### src/rtl/dmem_arbiter.sv
// dmem_arbiter: round-robin two-port arbiter in front of a single-port data memory
module dmem_arbiter #(
    parameter int ADDR_W = 64,
    parameter int DATA_W = 64,
    parameter int DEPTH  = 128
) (
    input  logic              clk,
    input  logic              rst,
    input  logic              a_req,
    input  logic              a_we,
    input  logic [ADDR_W-1:0] a_addr,
    input  logic [DATA_W-1:0] a_wdata,
    output logic              a_gnt,
    output logic              a_done,
    output logic [DATA_W-1:0] a_rdata,
    output logic              a_err,
    input  logic              b_req,
    input  logic              b_we,
    input  logic [ADDR_W-1:0] b_addr,
    input  logic [DATA_W-1:0] b_wdata,
    output logic              b_gnt,
    output logic              b_done,
    output logic [DATA_W-1:0] b_rdata,
    output logic              b_err,
    output logic              mem_read,
    output logic              mem_write,
    output logic [ADDR_W-1:0] mem_raddr,
    output logic [ADDR_W-1:0] mem_waddr,
    output logic [DATA_W-1:0] mem_wdata,
    input  logic [DATA_W-1:0] mem_rdata
);
    localparam logic [1:0] IDLE   = 2'd0;
    localparam logic [1:0] ACCESS = 2'd1;
    localparam logic [1:0] RESP   = 2'd2;

    logic [1:0]        state_q, state_d;
    logic              last_b_q, last_b_d, sel_b_q, sel_b_d, we_q, we_d;
    logic [ADDR_W-1:0] addr_q, addr_d, mem_raddr_q, mem_raddr_d, mem_waddr_q, mem_waddr_d;
    logic [DATA_W-1:0] wdata_q, wdata_d, mem_wdata_q, mem_wdata_d;
    logic [DATA_W-1:0] a_rdata_q, a_rdata_d, b_rdata_q, b_rdata_d;
    logic              a_gnt_q, a_gnt_d, b_gnt_q, b_gnt_d, a_done_q, a_done_d, b_done_q, b_done_d;
    logic              a_err_q, a_err_d, b_err_q, b_err_d, mem_read_q, mem_read_d, mem_write_q, mem_write_d;
    logic              pick_b, nxt_we, nxt_oor, oor;
    logic [ADDR_W-1:0] nxt_addr;
    logic [DATA_W-1:0] nxt_wdata, rd;

    // B wins alone, or on a tie when A was granted last
    assign pick_b    = b_req && (!a_req || !last_b_q);
    assign nxt_we    = pick_b ? b_we : a_we;
    assign nxt_addr  = pick_b ? b_addr : a_addr;
    assign nxt_wdata = pick_b ? b_wdata : a_wdata;
    assign nxt_oor   = nxt_addr >= ADDR_W'(DEPTH);
    assign oor       = addr_q >= ADDR_W'(DEPTH);
    assign rd        = oor ? '0 : mem_rdata;

    always_comb begin
        state_d     = state_q;
        last_b_d    = last_b_q;
        sel_b_d     = sel_b_q;
        we_d        = we_q;
        addr_d      = addr_q;
        wdata_d     = wdata_q;
        a_rdata_d   = a_rdata_q;
        b_rdata_d   = b_rdata_q;
        mem_raddr_d = mem_raddr_q;
        mem_waddr_d = mem_waddr_q;
        mem_wdata_d = mem_wdata_q;
        a_gnt_d     = 1'b0;
        b_gnt_d     = 1'b0;
        a_done_d    = 1'b0;
        b_done_d    = 1'b0;
        a_err_d     = 1'b0;
        b_err_d     = 1'b0;
        mem_read_d  = 1'b0;
        mem_write_d = 1'b0;
        case (state_q)
            IDLE: if (a_req || b_req) begin
                state_d     = ACCESS;
                sel_b_d     = pick_b;
                last_b_d    = pick_b;
                we_d        = nxt_we;
                addr_d      = nxt_addr;
                wdata_d     = nxt_wdata;
                a_gnt_d     = !pick_b;
                b_gnt_d     = pick_b;
                mem_read_d  = !nxt_we && !nxt_oor;
                mem_write_d = nxt_we && !nxt_oor;
                mem_raddr_d = mem_read_d ? nxt_addr : mem_raddr_q;
                mem_waddr_d = mem_write_d ? nxt_addr : mem_waddr_q;
                mem_wdata_d = mem_write_d ? nxt_wdata : mem_wdata_q;
            end
            ACCESS: begin
                state_d   = RESP;
                a_done_d  = !sel_b_q;
                b_done_d  = sel_b_q;
                a_err_d   = !sel_b_q && oor;
                b_err_d   = sel_b_q && oor;
                a_rdata_d = (!we_q && !sel_b_q) ? rd : a_rdata_q;
                b_rdata_d = (!we_q && sel_b_q) ? rd : b_rdata_q;
            end
            RESP:    state_d = IDLE;
            default: state_d = IDLE;
        endcase
    end

    always_ff @(posedge clk) begin
        if (rst) begin
            state_q     <= IDLE;
            last_b_q    <= 1'b1;
            sel_b_q     <= 1'b0;
            we_q        <= 1'b0;
            addr_q      <= '0;
            wdata_q     <= '0;
            a_rdata_q   <= '0;
            b_rdata_q   <= '0;
            mem_raddr_q <= '0;
            mem_waddr_q <= '0;
            mem_wdata_q <= '0;
            a_gnt_q     <= 1'b0;
            b_gnt_q     <= 1'b0;
            a_done_q    <= 1'b0;
            b_done_q    <= 1'b0;
            a_err_q     <= 1'b0;
            b_err_q     <= 1'b0;
            mem_read_q  <= 1'b0;
            mem_write_q <= 1'b0;
        end else begin
            state_q     <= state_d;
            last_b_q    <= last_b_d;
            sel_b_q     <= sel_b_d;
            we_q        <= we_d;
            addr_q      <= addr_d;
            wdata_q     <= wdata_d;
            a_rdata_q   <= a_rdata_d;
            b_rdata_q   <= b_rdata_d;
            mem_raddr_q <= mem_raddr_d;
            mem_waddr_q <= mem_waddr_d;
            mem_wdata_q <= mem_wdata_d;
            a_gnt_q     <= a_gnt_d;
            b_gnt_q     <= b_gnt_d;
            a_done_q    <= a_done_d;
            b_done_q    <= b_done_d;
            a_err_q     <= a_err_d;
            b_err_q     <= b_err_d;
            mem_read_q  <= mem_read_d;
            mem_write_q <= mem_write_d;
        end
    end

    assign a_gnt     = a_gnt_q;
    assign b_gnt     = b_gnt_q;
    assign a_done    = a_done_q;
    assign b_done    = b_done_q;
    assign a_err     = a_err_q;
    assign b_err     = b_err_q;
    assign a_rdata   = a_rdata_q;
    assign b_rdata   = b_rdata_q;
    assign mem_read  = mem_read_q;
    assign mem_write = mem_write_q;
    assign mem_raddr = mem_raddr_q;
    assign mem_waddr = mem_waddr_q;
    assign mem_wdata = mem_wdata_q;
endmodule

### config.mk
export PLATFORM = sky130hd
export DESIGN_NAME = dmem_arbiter
export DESIGN_NICKNAME = d
export VERILOG_FILES = /design/src/rtl/dmem_arbiter.sv
export SDC_FILE = /design/constraint.sdc
export NUM_CORES = 1
export LEC_CHECK = 0
export CAP_MARGIN = 40
export CORE_AREA = 2 2 251 253
export CTS_CLUSTER_DIAMETER = 200
export DETAILED_ROUTE_END_ITERATION = 8
export DIE_AREA = 0 0 253 255
export GPL_TIMING_DRIVEN = 0
export HOLD_SLACK_MARGIN = 0.1
export PLACE_DENSITY = 0.48
export SETUP_SLACK_MARGIN = 0.4
export SYNTH_ARGS = -nofsm -noshare
export SYNTH_HDL_FRONTEND = slang
export SYNTH_SLANG_ARGS = --single-unit
### constraint.sdc
create_clock -name clk -period 2.4 [get_ports clk]
set_input_delay 0.48 -clock clk [delete_from_list [all_inputs] [get_ports clk]]
set_output_delay 0.48 -clock clk [all_outputs]
set_load 0.01 [all_outputs]
==> results of run 1 <==
-- layer usage --
layer,global-route usage [%],wire (um),up-vias
li1,-,-,7152
met1,23.2,27500,7150
met2,35.5,34900,577
met3,5.42,5080,132
met4,7.24,2440,2
met5,0,13,-
-- power by group through the flow --
stage                     combinational [W]  sequential (W)  clock [W]
final                               0.00180         0.00670    0.00690
after global routing                0.00193         0.00671    0.00733
after global placement              0.00159         0.00682          0
after CTS                           0.00169         0.00669    0.00708
after floorplan                    0.000650         0.00679          0
after detailed placement            0.00161         0.00682          0
-- tightest hold or removal path, stage by stage --
cell	delay (ps)
clkbuf_2	110
nand2_1	60
a311oi_1	80
-- what timing repair did --
item / 4_1_cts / 5_1_grt
pin swaps: 78 / 93
gates resized for setup: 216 / 362
setup endpoints to repair: 483 / 538
buffers inserted: 23 / 18
cloned: 17 / 13
-- metrics by stage --
step	hold WS (ps)	instances	setup slack, ps	cell area [um^2]	total power (W)
2_1_floorplan	459	1596	270	14500	0.00744
3_3_place_gp	443	3048	-1440	22000	0.00840
3_5_place_dp	443	3055	-1470	22100	0.00843
4_1_cts	294	3174	120	24800	0.0155
5_1_grt	202	3210	46.7	26500	0.0160
6_report	208	3211	127	26500	0.0154
-- layout by cell type, fill, tap and decap left out, types with 7 or more instances in the layout --
cell type / n
dlygate4sd2_1: 34
buf_4: 23
nand3_4: 21
clkinv_2: 14
or2_2: 7
buf_1: 7
clkbuf_2: 23
nand4_1: 9
clkbuf_1: 73
buf_16: 9
buf_12: 20
nor4_4: 15
nor4_1: 8
dfxtp_1: 385
nand3_1: 75
nor2_1: 70
buf_8: 20
nor4_2: 16
dlymetal6s2s_1: 29
clkbuf_16: 58
nand2_1: 261
clkdlybuf4s50_1: 580
diode_2: 7
a21oi_2: 49
and2_4: 63
a211oi_2: 59
a21oi_1: 146
buf_6: 31
and2_1: 55
clkbuf_8: 9
nand3_2: 34
a311oi_1: 57
mux2i_1: 85
-- flip-flops by register name (all words and copies together) (netlist names) --
| register | count |
|---|---|
| mem_wdata | 64 |
| mem_write | 1 |
| mem_read | 1 |
| b_err | 1 |
| mem_raddr | 64 |
| mem_waddr | 64 |
| b_rdata | 64 |
| last_b_q | 1 |
| we_q | 1 |
| a_done | 1 |
| a_rdata | 64 |
| b_done | 1 |
| sel_b_q | 1 |
| state_q | 2 |
| b_gnt | 1 |
| addr_q | 57 |
| a_gnt | 1 |
| a_err | 1 |
-- final timing paths --
kind                   endpoint  cells past startpoint
setup / recovery  mem_raddr[46]                      9
hold / removal       addr_q[21]                      3
setup reg to reg    b_rdata[57]                      9
hold reg to reg     a_rdata[58]                      2
-- area by class of cell --
cell class              count  area [um^2]
diodes                      7         17.5
plain buffers             139         1010
clock buffers              55         1200
clock inverters            24          238
fillers                  6223        35600
inverters                   1         3.75
multi-input cells        1065         7480
flip-flops and latches    390         7810
well taps                 799         1000
repair buffers            731         7780
-- cells by family (layout without fill, tap and decap cells) --
group	count (synthesis)	count (layout)	synth area share, %
buffers and inverters	141	950	4.10
AO/OA/AOI/OAI	324	324	14.0
multiplexers	86	86	5.99
flip-flops	390	390	54.3
AND/OR/NAND/NOR	655	655	21.6
other	0	7	0
==> results.md, run 1 <==
* Synth area leader: dfxtp_1
* Slew margin rel. at 47.1%
* Vias in the first global route at roughly 15000
* HPWL Detailed at 52700 um
* Final Skew at roughly 16 ps
* Worst R2R Start: addr_q[43]
* Worst Path Arrival at 2740 ps
* Clock Path Buffers at 3
* Area of the mapped netlist at 14400 um^2
* Yosys reg bits at 390
* Clock Latency Late Sink at 580 ps
* Post-synth top area share at 54.3%
* Initial antenna violation count at 9
* Top Ports at 654
* Die width at 253 um
* List of most frequent post-synthesis cells: 390 x dfxtp_1, 263 x nand2_1, 197 x a21oi_1
* Synth warn at 0
* H-tree depth at 2
* WP data required at 2870 ps
* Crit-path most repeated cell: and2_4
* Combinational Power Share at 11.7%
* Avg Cell Area, Syn at between 9 and 10 um^2
* WS Path Type: input pin to register
* Async set-reset flop share out of synthesis at 0%
* Worst-Margin Slew at between 700 and 800 ps
* Syn Nets at 1922
* RSZ-0062 raised after global routing: yes
* Pwr/cell area at 580 nW/um^2
* Nets at 2699
* Cell family with most CP delay: simple AND/OR/NAND/NOR gates
* Routed WL per cell at roughly 22 um
* Reg-to-reg slack, setup at 140 ps
* Shortest period the worst path allows at 2270 ps
* Fin Setup TNS at 0 ps
* Most frequent cell after synthesis: dfxtp_1
* Placer Congestion at 0.867
* CTS tree: built
* Crit path launch: b_addr[9]
* Initial Util at between 20% and 30%
* Synth cell types at 32
* Row count at 92
* Gate Count Post-Synth at between 1500 and 2000
* Layout cell share with drive strength beyond 1 at roughly a fifth
* Drt first pass iters at 5
* P_int at 0.0114 W
* Clock power frac at 44.8%
* Vias per cell at 4.68
* Area Overhead vs Synth at 84.6%
* Max Cap Viol at 0
* Die area at approximately 65000 um^2
* Post-CTS Hold Fix Bufs at 0
* Switching portion of total power at 25.7%
* PortBufs at between 600 and 700
* Final hold violations at 0
* Root buf cell: clkbuf_16
* Startpoint Class: input pin
* P_sw at around 0.0040 W
* Max Clock Freq at 440 MHz
* Clock transition at the registers of the reported paths at 60 ps
* Largest cells by area after synthesis: dfxtp_1 54%, nand2_1 6.9%, a21oi_1 6.9%
* Final Util at 42.7%
* Min-delay src: a_addr[21]
* VDD IR max at 0.454 mV
* Outcome: completed
* Lkg Pwr at between 9 and 10 nW
* Clock Sink Count at 390
* Critical path cell sequence: clkdlybuf4s15_1, nor4_2, and4_4, nand4_1, and2_4, o41a_4, buf_12, buf_6, and2_4
* Number of enable flip-flop cells after synthesis at 0
* CP endpoint kind: register
* Grt ovf at 0
* Num CTS Buffers at 45
* Core area at 62200 um^2
* Die height at 255 um
* Via count at approximately 15000
* Min-delay worst type: input pin to register
* First-pass GRT wire length at ~96000 um
* Antenna Nets Post-Route at 0
* Critical Path Slowest Stage Cell: o41a_4
* Crit path largest cell delay at 580 ps
* Ys flop type: dfxtp_1
* GRT Overall Usage at roughly 20%
* Initial DRC Count at 640
* Routed WL at 70000 um
* Worst path bufs/invs at 3
* Final worst path period share at 94.7%
* Sequential-to-total area share from yosys stat at 54.3%
* Power share of the sequential group at 43.5%
* Endpoints failing setup at 0
* Pin count of the biggest net entering global routing at 14
* Max Fanout on Critical Path at 8
* DR DRC count at 0
* Final Max Slew Viols at 0
(Power assumes the default switching activity.)
==> run 2: changes to the inputs <==
--- a/config.mk
+++ b/config.mk
@@ -8,6 +8,7 @@
 export CAP_MARGIN = 40
-export CORE_AREA = 2 2 251 253
+export CORE_AREA = 2 2 252 254
 export CTS_CLUSTER_DIAMETER = 200
+export CTS_CLUSTER_SIZE = 40
 export DETAILED_ROUTE_END_ITERATION = 8
-export DIE_AREA = 0 0 253 255
+export DIE_AREA = 0 0 254 256
 export GPL_TIMING_DRIVEN = 0
==> constraint.sdc (replaced) <==
create_clock -name clk -period 2.4 [get_ports clk]
set_input_delay 0.24 -clock clk [delete_from_list [all_inputs] [get_ports clk]]
set_output_delay 0.24 -clock clk [all_outputs]
set_load 0.01 [all_outputs]
==> run 2 against run 1 <==
- global-route usage decreased by 0.50 points
- total power decreased by 24%
- clock power decreased by 55%
- first-iteration DRC count decreased by 6.6%
- sequential power about the same
- clock skew increased by 22 ps
- flip-flop and latch count unchanged
- core utilization decreased by 2.5 points
- routed wire length decreased by 2.3%
- via count decreased by 2.2%
- hold slack got worse by 83 ps
- critical path type is now register to register
==> results.md, run 2 (synthesized netlist as in run 1, its figures left out) <==
* Endpoints failing setup at 0
* Initial antenna violation count at 6
* Die area at 65000 um^2
* Drt first pass iters at 5
* Max Fanout on Critical Path at 10
* WP depth at 8
* Layout cell share with drive strength beyond 1 at 17.0%
* Final hold violations at 0
* Worst path bufs/invs at 3
* Routed WL per cell at 21.4 um
* Num CTS Buffers at 13
* Lkg Pwr at 8.70 nW
* Die width at 254 um
* Grt ovf at 0
* Final Util at 40.2%
* Initial Util at 23.1%
* Vias in the first global route at between 10000 and 15000
* Worst R2R Start: addr_q[50]
* # placed instances at 3101
* Shortest period the worst path allows at 2160 ps
* Core area at approximately 62000 um^2
* First-pass GRT wire length at approximately 96000 um
* Via count at 14690
* Crit path largest cell delay at 390 ps
* Critical Path Slowest Stage Cell: nor4_4
* Worst-Margin Slew at 717 ps
* Worst hold stages at 3
* Vias per cell at 4.60
* WS Path Type: register to register
* WP data required at 2880 ps
* Root buf cell: clkbuf_16
* RSZ-0062 raised after global routing: yes
* Final cell area excluding filler cells at 25100 um^2
* Clock transition at the registers of the reported paths at 160 ps
* Min-delay worst type: input pin to register
* Worst Path Arrival at roughly 2600 ps
* Antenna Nets Post-Route at 0
* CTS tree: built
* Outcome: completed
* VDD IR max at about 0.43 mV
* Final Skew at 37.2 ps
* Commonest non-fill, non-tap cell in the layout: clkdlybuf4s50_1
* Fillers at 6382
* DP Area at between 20000 and 25000 um^2
* Top Ports at 654
* Routed WL at 68400 um
* Row count at 92
* Crit path launch: addr_q[50]
* PortBufs at 653
* Min-delay src: a_addr[17]
* DR DRC count at 0
* Max Cap Viol at 0
* GRT Overall Usage at between 10% and 20%
* Final total power at 0.0116 W
* Slack of the critical path at 239 ps
* H-tree depth at 1
* Placer Congestion at 0.860
* CP endpoint kind: register
* HPWL Detailed at 52600 um
* Cell family with most CP delay: simple AND/OR/NAND/NOR gates
* Clock Latency Late Sink at around 570 ps
* Startpoint Class: register
* Clock Sink Count at 390
* Pwr/cell area at approximately 460 nW/um^2
* Critical path cell sequence: nor4_2, nand4_1, nor4_4, buf_6, clkbuf_16, buf_8, nand3_2, a21oi_2
* Pin count of the biggest net entering global routing at 41
* Initial DRC Count at between 500 and 600
* Slew margin rel. at 52.2%
* Fin cells at 3192
* DP Worst Slack at -1270 ps
* Final Max Slew Viols at 0
* Final worst path period share at 90.0%
* R2r worst-path depth at 8
* Clock Path Buffers at 3
* Die height at around 260 um
* Nets at roughly 2700
* Area Overhead vs Synth at 74.4%
* Most frequent cells in the layout: 630 x clkdlybuf4s50_1, 386 x dfxtp_1, 261 x nand2_1
* Max Clock Freq at between 400 and 500 MHz
==> run 2: area by class of cell <==
type,count,area [um^2],area share (%)
diodes,4,10.0,0.0399
multi-input cells,1065,7150,28.5
inverters,1,3.75,0.0150
repair buffers,731,7680,30.6
clock buffers,13,325,1.30
clock inverters,2,20.0,0.0798
plain buffers,140,1020,4.06
well taps,846,1060,4.22
flip-flops and latches,390,7810,31.2
==> run 2: through the flow <==
step | hold WS (ps) | setup TNS, ps
floorplan | 388 | 0
global placement | 442 | -319680
detailed placement | 444 | -226380
CTS | 103 | 0
global route | 106 | 0
finish | 125 | 0
==> run 2: tightest hold or removal path: cells and delay by family <==
family,cells,cell delay [ps]
AO/OA/AOI/OAI,1,80
AND/OR/NAND/NOR,1,60
buffers and inverters,1,270
==> run 2: timing repair <==
action,4_1_cts,5_1_grt
hold endpoints to repair,3,16
setup endpoints to repair,384,375
resized for setup,188,326
hold buffers,3,17
pin swaps,75,82
cloned,10,12
setup buffers,8,22
==> run 2: per-layer routing <==
metal / global-route usage [%] / part of all wire [%]
met1: 22.6 / 40
met4: 5.98 / 3.3
met2: 34.2 / 49
met5: 0 / 0.029
met3: 6.09 / 8.3
==> run 2: final timing paths <==
kind,endpoint,slack (ps)
hold reg to reg,b_rdata[19],460
hold / removal,addr_q[17],120
setup / recovery,b_rdata[47],240
setup reg to reg,b_rdata[47],240
==> run 2: power by group <==
group          leakage [nW]  switching (W)  internal (W)
Clock                 0.171        0.00211       0.00102
Combinational          5.38       0.000924      0.000883
Sequential             3.16      0.0000903       0.00660
